`src/rtl/buzzer_round_ctrl.sv`:
```
// Three-team quiz round controller: synchronized inputs, first-press buzzer
// arbitration, round FSM, per-team BCD scores and display digit outputs.
module buzzer_round_ctrl #(
    parameter int unsigned ANSWER_CYCLES   = 500_000_000,
    parameter int unsigned COOLDOWN_CYCLES = 100_000_000,
    parameter int unsigned TMR_W           = 29
) (
    input  logic       clk_100MHz,
    input  logic       reset_n,
    input  logic [2:0] buzz,
    input  logic       start_btn,
    input  logic       correct_btn,
    input  logic       wrong_btn,
    input  logic       clear_btn,
    output logic [1:0] state,
    output logic [2:0] thousands,
    output logic [3:0] tens,
    output logic [3:0] ones,
    output logic [2:0] lockout
);

    typedef enum logic [1:0] {
        StIdle     = 2'b00,
        StArmed    = 2'b01,
        StLocked   = 2'b10,
        StCooldown = 2'b11
    } state_t;

    state_t           r_state;
    state_t           w_state_d;
    logic [6:0]       w_raw;
    logic [6:0]       r_sync1;
    logic [6:0]       r_sync2;
    logic [3:0]       r_btn_prev;
    logic [3:0]       w_btn_rise;
    logic             w_start_p;
    logic             w_correct_p;
    logic             w_wrong_p;
    logic             w_clear_p;
    logic [2:0]       w_buzz_s;
    logic [2:0]       w_eligible;
    logic [2:0]       w_winner_nxt;
    logic [2:0]       w_lock_new;
    logic [TMR_W-1:0] r_tmr;
    logic             w_timeout;
    logic             w_cd_done;
    logic [2:0]       r_thousands;
    logic [2:0]       r_lockout;
    logic [3:0]       r_sc_tens [3];
    logic [3:0]       r_sc_ones [3];
    logic [3:0]       r_disp_tens;
    logic [3:0]       r_disp_ones;
    logic [3:0]       w_sel_tens;
    logic [3:0]       w_sel_ones;
    logic [3:0]       w_inc_tens;
    logic [3:0]       w_inc_ones;
    logic [3:0]       w_dec_tens;
    logic [3:0]       w_dec_ones;
    logic             w_do_inc;
    logic             w_do_dec;
    logic             w_do_clear;
    logic             w_do_lock;
    logic             w_do_arm;
    logic             w_tmr_clr;

    // Bits 6:4 buzzers, 3 start, 2 correct, 1 wrong, 0 clear.
    assign w_raw       = {buzz, start_btn, correct_btn, wrong_btn, clear_btn};
    assign w_btn_rise  = r_sync2[3:0] & ~r_btn_prev;
    assign w_start_p   = w_btn_rise[3];
    assign w_correct_p = w_btn_rise[2];
    assign w_wrong_p   = w_btn_rise[1];
    assign w_clear_p   = w_btn_rise[0];
    assign w_buzz_s    = r_sync2[6:4];

    assign w_eligible   = w_buzz_s & ~r_lockout;
    assign w_winner_nxt = w_eligible[2] ? 3'b100 : (w_eligible[1] ? 3'b010 : 3'b001);
    assign w_lock_new   = r_lockout | r_thousands;
    assign w_timeout    = (r_tmr == TMR_W'(ANSWER_CYCLES - 1));
    assign w_cd_done    = (r_tmr == TMR_W'(COOLDOWN_CYCLES - 1));

    always_ff @(posedge clk_100MHz or negedge reset_n) begin
        if (!reset_n) begin
            r_sync1    <= '0;
            r_sync2    <= '0;
            r_btn_prev <= '0;
        end else begin
            r_sync1    <= w_raw;
            r_sync2    <= r_sync1;
            r_btn_prev <= r_sync2[3:0];
        end
    end

    always_ff @(posedge clk_100MHz or negedge reset_n) begin
        if (!reset_n) begin
            r_state <= StIdle;
        end else begin
            r_state <= w_state_d;
        end
    end

    always_comb begin
        w_state_d = r_state;
        unique case (r_state)
            StIdle:     if (w_start_p) w_state_d = StArmed;
            StArmed:    if (|w_eligible) w_state_d = StLocked;
            StLocked: begin
                if (w_correct_p) begin
                    w_state_d = StCooldown;
                end else if (w_wrong_p || w_timeout) begin
                    w_state_d = (w_lock_new == 3'b111) ? StCooldown : StArmed;
                end
            end
            StCooldown: if (w_cd_done) w_state_d = StIdle;
            default:    w_state_d = StIdle;
        endcase
    end

    always_comb begin
        state      = r_state;
        thousands  = r_thousands;
        tens       = r_disp_tens;
        ones       = r_disp_ones;
        lockout    = r_lockout;
        w_do_arm   = (r_state == StIdle) && w_start_p;
        w_do_clear = (r_state == StIdle) && w_clear_p;
        w_do_lock  = (r_state == StArmed) && (|w_eligible);
        w_do_inc   = (r_state == StLocked) && w_correct_p;
        w_do_dec   = (r_state == StLocked) && !w_correct_p && (w_wrong_p || w_timeout);
        w_tmr_clr  = (w_state_d != r_state);
    end

    // thousands is one-hot or zero, so OR-reduction selects the shown score.
    always_comb begin
        w_sel_tens = '0;
        w_sel_ones = '0;
        for (int i = 0; i < 3; i++) begin
            if (r_thousands[i]) begin
                w_sel_tens = w_sel_tens | r_sc_tens[i];
                w_sel_ones = w_sel_ones | r_sc_ones[i];
            end
        end
    end

    always_comb begin
        w_inc_tens = w_sel_tens;
        w_inc_ones = w_sel_ones;
        if (!(w_sel_tens == 4'd9 && w_sel_ones == 4'd9)) begin
            if (w_sel_ones == 4'd9) begin
                w_inc_ones = 4'd0;
                w_inc_tens = w_sel_tens + 4'd1;
            end else begin
                w_inc_ones = w_sel_ones + 4'd1;
            end
        end
        w_dec_tens = w_sel_tens;
        w_dec_ones = w_sel_ones;
        if (!(w_sel_tens == 4'd0 && w_sel_ones == 4'd0)) begin
            if (w_sel_ones == 4'd0) begin
                w_dec_ones = 4'd9;
                w_dec_tens = w_sel_tens - 4'd1;
            end else begin
                w_dec_ones = w_sel_ones - 4'd1;
            end
        end
    end

    always_ff @(posedge clk_100MHz or negedge reset_n) begin
        if (!reset_n) begin
            r_tmr       <= '0;
            r_thousands <= '0;
            r_lockout   <= '0;
            r_disp_tens <= '0;
            r_disp_ones <= '0;
            for (int i = 0; i < 3; i++) begin
                r_sc_tens[i] <= '0;
                r_sc_ones[i] <= '0;
            end
        end else begin
            if (w_tmr_clr) begin
                r_tmr <= '0;
            end else if (r_state == StLocked || r_state == StCooldown) begin
                r_tmr <= r_tmr + 1'b1;
            end

            if (w_do_arm) begin
                r_lockout <= '0;
            end else if (w_do_dec) begin
                r_lockout <= w_lock_new;
            end

            if (w_do_clear) begin
                r_thousands <= '0;
            end else if (w_do_lock) begin
                r_thousands <= w_winner_nxt;
            end

            for (int i = 0; i < 3; i++) begin
                if (w_do_clear) begin
                    r_sc_tens[i] <= '0;
                    r_sc_ones[i] <= '0;
                end else if (r_thousands[i] && w_do_inc) begin
                    r_sc_tens[i] <= w_inc_tens;
                    r_sc_ones[i] <= w_inc_ones;
                end else if (r_thousands[i] && w_do_dec) begin
                    r_sc_tens[i] <= w_dec_tens;
                    r_sc_ones[i] <= w_dec_ones;
                end
            end

            r_disp_tens <= w_sel_tens;
            r_disp_ones <= w_sel_ones;
        end
    end

endmodule

```
`config.mk`:
```
export PLATFORM = sky130hd
export DESIGN_NAME = buzzer_round_ctrl
export DESIGN_NICKNAME = d
export VERILOG_FILES = /design/src/rtl/buzzer_round_ctrl.sv
export SDC_FILE = /design/constraint.sdc
export NUM_CORES = 1
export LEC_CHECK = 0
export BUFFER_PORTS_ARGS = -buffer_cell sky130_fd_sc_hd__buf_2
export CORE_UTILIZATION = 60
export DETAILED_ROUTE_END_ITERATION = 6
export HOLD_SLACK_MARGIN = 0.02
export PLACE_DENSITY = 0.89
export SYNTH_ARGS = -nofsm -noshare
export SYNTH_HDL_FRONTEND = slang
export SYNTH_SLANG_ARGS = --single-unit
```
`constraint.sdc`:
```
create_clock -name clk_100MHz -period 3.4 [get_ports clk_100MHz]
set_input_delay 0.68 -clock clk_100MHz [delete_from_list [all_inputs] [get_ports clk_100MHz]]
set_output_delay 0.68 -clock clk_100MHz [all_outputs]
set_load 0.005 [all_outputs]
```
==> key figures, run 1 <==
Floorplanning
  – # IOs: 25
  – Width of the die: 88.3 um
  – Core ar.: 7210 sq um
  – Die footprint: 7790 sq um
  – Die Span Y: 88.3 um
  – Starting Density: 61.9%
  – Row Count: 31

Global route
  – Grt ovf: 0
  – Largest net degree at the start of global routing: 88
  – Tot GR Track Use: 28.0%
  – First-pass GRT wire length: 16.6 mm
  – Antenna violations before repair: 0
  – Vias in the first global route: 3,614

Run status
  – Failing checks: DRC
  – Outcome: complete, but fails checks

Layout
  – Nets: 503
  – Area growth syn-to-layout: 9.56%
  – Share of layout cells above drive strength 1: 12.0%
  – Final core occ: 67.8%
  – Ant diodes: 0

Clocking
  – Num CTS Buffers: 9
  – CTS Sinks: 87
  – CTS max path bufs: 2
  – Worst-Skew Late Latency: 0.37 ns
  – Clk pin slew, worst setup/hold paths: 0.10 ns
  – CTS root buf: clkbuf_8
  – Post_cts resized: 0
  – Postcts setup bufs: 0
  – Htree depth: 3
  – Hold buffer count at cts: 0
  – CTS tree: yes

Synth
  – Post-Syn Area: 4460 sq um
  – Cell variety after synth: 51
  – Post-synthesis mux area share: 1.35%
  – Post-synthesis compound-gate area fraction: 13.6%
  – Top cell type's share of synthesized area: 48.8%
  – Synth Area in Simple Gates: 24.0%
  – Main combinational cell family by area after synthesis: simple AND/OR/NAND/NOR gates
  – Post-synthesis register bit count: 87
  – Synth async-reset ratio: 100%
  – Mapped Cells: 467
  – Share of the yosys chip area belonging to registers: 48.8%
  – Synth area leader: dfrtp_1
  – Synth Area in XOR/XNOR: 6.28%
  – Syn Area/Cell: 9.56 sq um
  – Synth warn: 0
  – Mapped Nets: 484
  – Post-Synth Adder-Cell Area: 2.24%
  – Area contributors post-synth: dfrtp_1, nor2_1, nand3_1
  – Number of synthesized flops with an enable pin: 0
  – Top_reg_cell synth: dfrtp_1

Timing
  – RSZ-0062 raised after global routing: false
  – Setup violators final: 0
  – Final setup TNS: 0 ns
  – Final worst slack: 0.552 ns
  – Slew Viols, Final: 0
  – Relative max-transition margin: 29.4%
  – Period minus WS final: 2.85 ns
  – Final hold vios: 0
  – Skew final: 0.0185 ns
  – Least-Margin Pin Slew: 1.06 ns
  – Crit share post-route: 83.8%
  – Max Freq: 351 MHz

Worst setup path
  – Critical path endpoint category: flop
  – Reg2Reg Setup Slack: 0.55 ns
  – CP cell instances: a222oi_1 > ha_1 > nand3b_1 > nor3_1 > nor2_1 > xnor2_1 > a311oi_1
  – Slowest-stage cell, CP: a222oi_1
  – Critical path class: reg2reg
  – Startpoint Class: flop
  – Critical-path maximum fanout: 10
  – Critical path arrival: 3.10 ns
  – Crit-path max cell delay: 0.70 ns
  – Critical path required time: 3.65 ns

Power
  – Reg power frac: 42.8%
  – Clock Power Share: 24.8%
  – Sw frac: 38.5%
  – LEAKAGE: 2.24 nW
  – Worst vdd ir: 457 uV
  – Internal power consumption: 1.89 mW
  – Power consumption: 3.07 mW
  – Net Sw Power: 1.18 mW
  – Power share of the combinational group: 32.4%
  – Pwr dens: 628 nW/um^2

Place
  – Post-detail-place hpwl: 6.83 mm
  – Port bufs: 24
  – Post-place setup slack: 0.629 ns
  – Routability Congestion: 0.995

Route
  – Routed len/inst: 17.3 um
  – Router iterations before antenna repair: 7
  – Vias per inst: 6.43
  – Vias: 3,796
  – Drt first-iter violations: 468
  – Routed Antenna Nets: 0
  – DRT Wirelength: 10.2 mm
  – Post-route DRC: 8

Worst hold path
  – Worst Hold Class: reg2reg

Flow run
  – Max cap viols: 0
## flip-flops by register name (all words and copies together) (netlist names)
| signal | count |
|---|---|
| r_tmr | 29 |
| r_sync2 | 7 |
| lockout | 3 |
| thousands | 3 |
| tens | 4 |
| r_btn_prev | 4 |
| r_sync1 | 7 |
| r_sc_ones | 12 |
| ones | 4 |
| state | 2 |
| r_sc_tens | 12 |
## synthesized netlist by cell type (8+ instances only)
master and instances:
inv_1 10, nand3_1 35, and3_1 11, clkbuf_1 16, nand4_1 9, o21ai_0 20
a222oi_1 8, xnor2_1 15, nand2_1 24, a21oi_1 20, nor3_1 20, xor2_1 17
nor2_1 61, dfrtp_1 87, buf_2 9, ha_1 8
## layout by cell type (no fill, tap or decap), drive strengths merged, types with 4 or more instances in the layout
cell,n
a211oi,4
a21oi,20
a222oi,8
a311oi,4
a31o,6
and2,6
and3,11
and4,6
buf,37
clkbuf,9
dfrtp,87
ha,8
inv,15
mux2i,6
nand2,24
nand2b,6
nand3,35
nand4,9
nor2,61
nor2b,7
nor3,20
o211ai,4
o21ai,20
xnor2,15
xor2,17
## power groups by stage
stage               combinational, mW  sequential (mW)  clock [mW]
finish                          0.997             1.32       0.761
global route                     1.10             1.33       0.813
CTS                             0.981             1.31       0.773
detailed placement              0.976             1.33           0
global placement                0.929             1.32           0
floorplan                       0.754             1.25           0
## final timing paths
kind	from	to	cells past startpoint
setup / recovery	thousands[0]	r_sc_tens[0]	7
hold / removal	r_sync1[5]	r_sync2[5]	0
setup reg to reg	thousands[0]	r_sc_tens[0]	7
hold reg to reg	r_sync1[5]	r_sync2[5]	0
max in group asynchronous	reset_n	r_tmr[7]	1
min in group asynchronous	reset_n	tens[3]	1
## metal layers
layer	vias up	track usage, %	wire length [um]
met1	1842	36.0	4260
met5	-	0	0
met3	31	5.69	720
met2	185	46.2	5000
li1	1738	-	-
met4	0	11.7	219
## worst max-delay path: cells and delay by family, from the launching register on
| family | cells | cell delay, ns |
|---|---|---|
| and+or+nand+nor | 3 | 0.72 |
| adders and majority gates | 1 | 0.33 |
| DFF | 1 | 0.53 |
| AOI/OAI and AO/OA | 2 | 1.02 |
| xor gates and xnor gates | 1 | 0.13 |
## logic make-up (layout without fill, tap and decap cells)
group,count (synthesis),in the layout
AOI/OAI and AO/OA,87,87
xor gates and xnor gates,32,32
buffers and inverters,39,63
DFF,87,87
adders and majority gates,8,8
and+or+nand+nor,208,208
muxes,6,6
## per-stage QoR
| stage | area [sq um] | hold WS, ns | cells |
|---|---|---|---|
| floorplan | 4460 | 0.331 | 467 |
| global placement | 4680 | 0.332 | 574 |
| detailed placement | 4680 | 0.336 | 574 |
| CTS | 4890 | 0.359 | 590 |
| global route | 4890 | 0.369 | 590 |
| finish | 4890 | 0.357 | 590 |
## final cells by class
type,instances,area [sq um]
fill,572,2320
sequential,87,2180
multi-input combinational,341,2120
timing repair buffer,37,220
clock buffer,9,124
tap,99,124
clock inverter,7,83.8
inverter,10,37.5
Note: power is estimated with default switching activity, not from simulation.
==> inputs of run 2 (changes only) <==
- clock period: 3.4 -> 2.9 ns (I/O delays scaled with it)
==> key figures, run 2 (synthesis gave the netlist of run 1 again) <==
Layout
  – Largest register FFs: 29
  – Ant diodes: 0
  – Final Cell Area: 4950 sq um
  – Top flop regs: r_tmr x29, r_sc_ones x12, r_sc_tens x12
  – Biggest register: r_tmr
  – Fin cells: 598
  – Leading cell type in the layout, fill and taps excluded: dfrtp_1
  – Area growth syn-to-layout: 10.9%
  – Share of layout cells above drive strength 1: 13.4%
  – Nets: 511
  – Most frequent cells in the layout: dfrtp_1, nor2_1, nand3_1
  – Final core occ: 68.6%

Timing
  – Max Freq: 371 MHz
  – Crit share post-route: 93.1%
  – Relative max-transition margin: 58.3%
  – Final setup TNS: 0 ns
  – Hold_ws: 0.186 ns
  – Skew final: 0.0149 ns
  – Final hold vios: 0
  – Slew Viols, Final: 0
  – Least-Margin Pin Slew: 0.624 ns
  – Final worst slack: 0.201 ns
  – Setup violators final: 0
  – Period minus WS final: 2.70 ns
  – RSZ-0062 raised after global routing: false

Global route
  – Antenna violations before repair: 0
  – Tot GR Track Use: 28.4%
  – Largest net degree at the start of global routing: 48
  – Vias in the first global route: 3,464
  – First-pass GRT wire length: 16.8 mm
  – Grt ovf: 0

Power
  – LEAKAGE: 2.27 nW
  – Pwr dens: 717 nW/um^2
  – Power consumption: 3.55 mW
  – Worst vdd ir: 581 uV

Floorplanning
  – # IOs: 25
  – Core ar.: 7210 sq um
  – Width of the die: 88.3 um
  – Starting Density: 61.9%
  – Row Count: 31
  – Die Span Y: 88.3 um
  – Die footprint: 7790 sq um

Clocking
  – Htree depth: 3
  – Clk pin slew, worst setup/hold paths: 0.10 ns
  – Post_cts resized: 0
  – Worst-Skew Late Latency: 0.37 ns
  – Postcts setup bufs: 0
  – CTS Sinks: 87
  – Num CTS Buffers: 9
  – CTS tree: yes
  – CTS root buf: clkbuf_8
  – Hold buffer count at cts: 0
  – CTS max path bufs: 2

Route
  – Vias: 3,784
  – Vias per inst: 6.33
  – Routed Antenna Nets: 0
  – Post-route DRC: 0
  – Router iterations before antenna repair: 5
  – Drt first-iter violations: 435
  – Routed len/inst: 17.3 um
  – DRT Wirelength: 10.4 mm

Worst setup path
  – Critical Path End: r_sc_tens[11]
  – Startpoint Class: flop
  – Reg2Reg Setup Slack: 0.20 ns
  – Worst Reg2Reg Path Length in Cells: 9
  – Crit Reg-Reg Startpoint: thousands[0]
  – Critical path endpoint category: flop
  – Critical-path maximum fanout: 14
  – Crit Reg-Reg Endpoint: r_sc_tens[11]
  – Critical path class: reg2reg
  – Launch point of the worst path: thousands[0]
  – Critical path required time: 3.20 ns
  – Critical path arrival: 2.99 ns

Run status
  – Outcome: complete, no violations

Flow run
  – Max cap viols: 0

Place
  – Placed Area: 4760 sq um
  – Post-place setup slack: 0.277 ns
  – Placed insts: 582
  – Post-detail-place hpwl: 7.05 mm
  – Routability Congestion: 1.00
  – Port bufs: 24

Worst hold path
  – Worst Hold Class: in2async
run 2: how the worst min path moves through the flow:
stage / startpoint / endpoint / slack [ns]
floorplan: reset_n / lockout[0] / 0.28
global placement: r_sync1[1] / r_sync2[1] / 0.33
detailed placement: r_sync1[5] / r_sync2[5] / 0.34
CTS: reset_n / ones[1] / 0.19
global route: reset_n / ones[1] / 0.21
finish: reset_n / r_sc_ones[11] / 0.19
run 2: worst max-delay path, stage by stage (launching register included):
cell      delay (ns)
dfrtp_1         0.57
a222oi_1        0.40
buf_4           0.20
inv_1           0.11
ha_1            0.24
and3b_1         0.25
nand4_1         0.18
nor2_1          0.09
or4_1           0.48
nand3_1         0.10
run 2: routing by layer:
metal	track usage, %	routed length (um)
met4	13.0	223
met2	44.8	4990
met5	0	0
met3	4.38	703
met1	39.2	4450
run 2: cell type report:
| type | count | area [sq um] |
|---|---|---|
| Inverter | 10 | 37.5 |
| Clock inverter | 7 | 72.6 |
| Timing Repair Buffer | 45 | 293 |
| Sequential cell | 87 | 2180 |
| Multi-Input combinational cell | 341 | 2120 |
| Fill cell | 559 | 2260 |
| Clock buffer | 9 | 124 |
| Tap cell | 99 | 124 |
run 2: where the power goes:
part	total (mW)	internal (mW)	switching [mW]
Clock	0.831	0.338	0.493
Combinational	1.17	0.459	0.714
Sequential	1.55	1.36	0.189
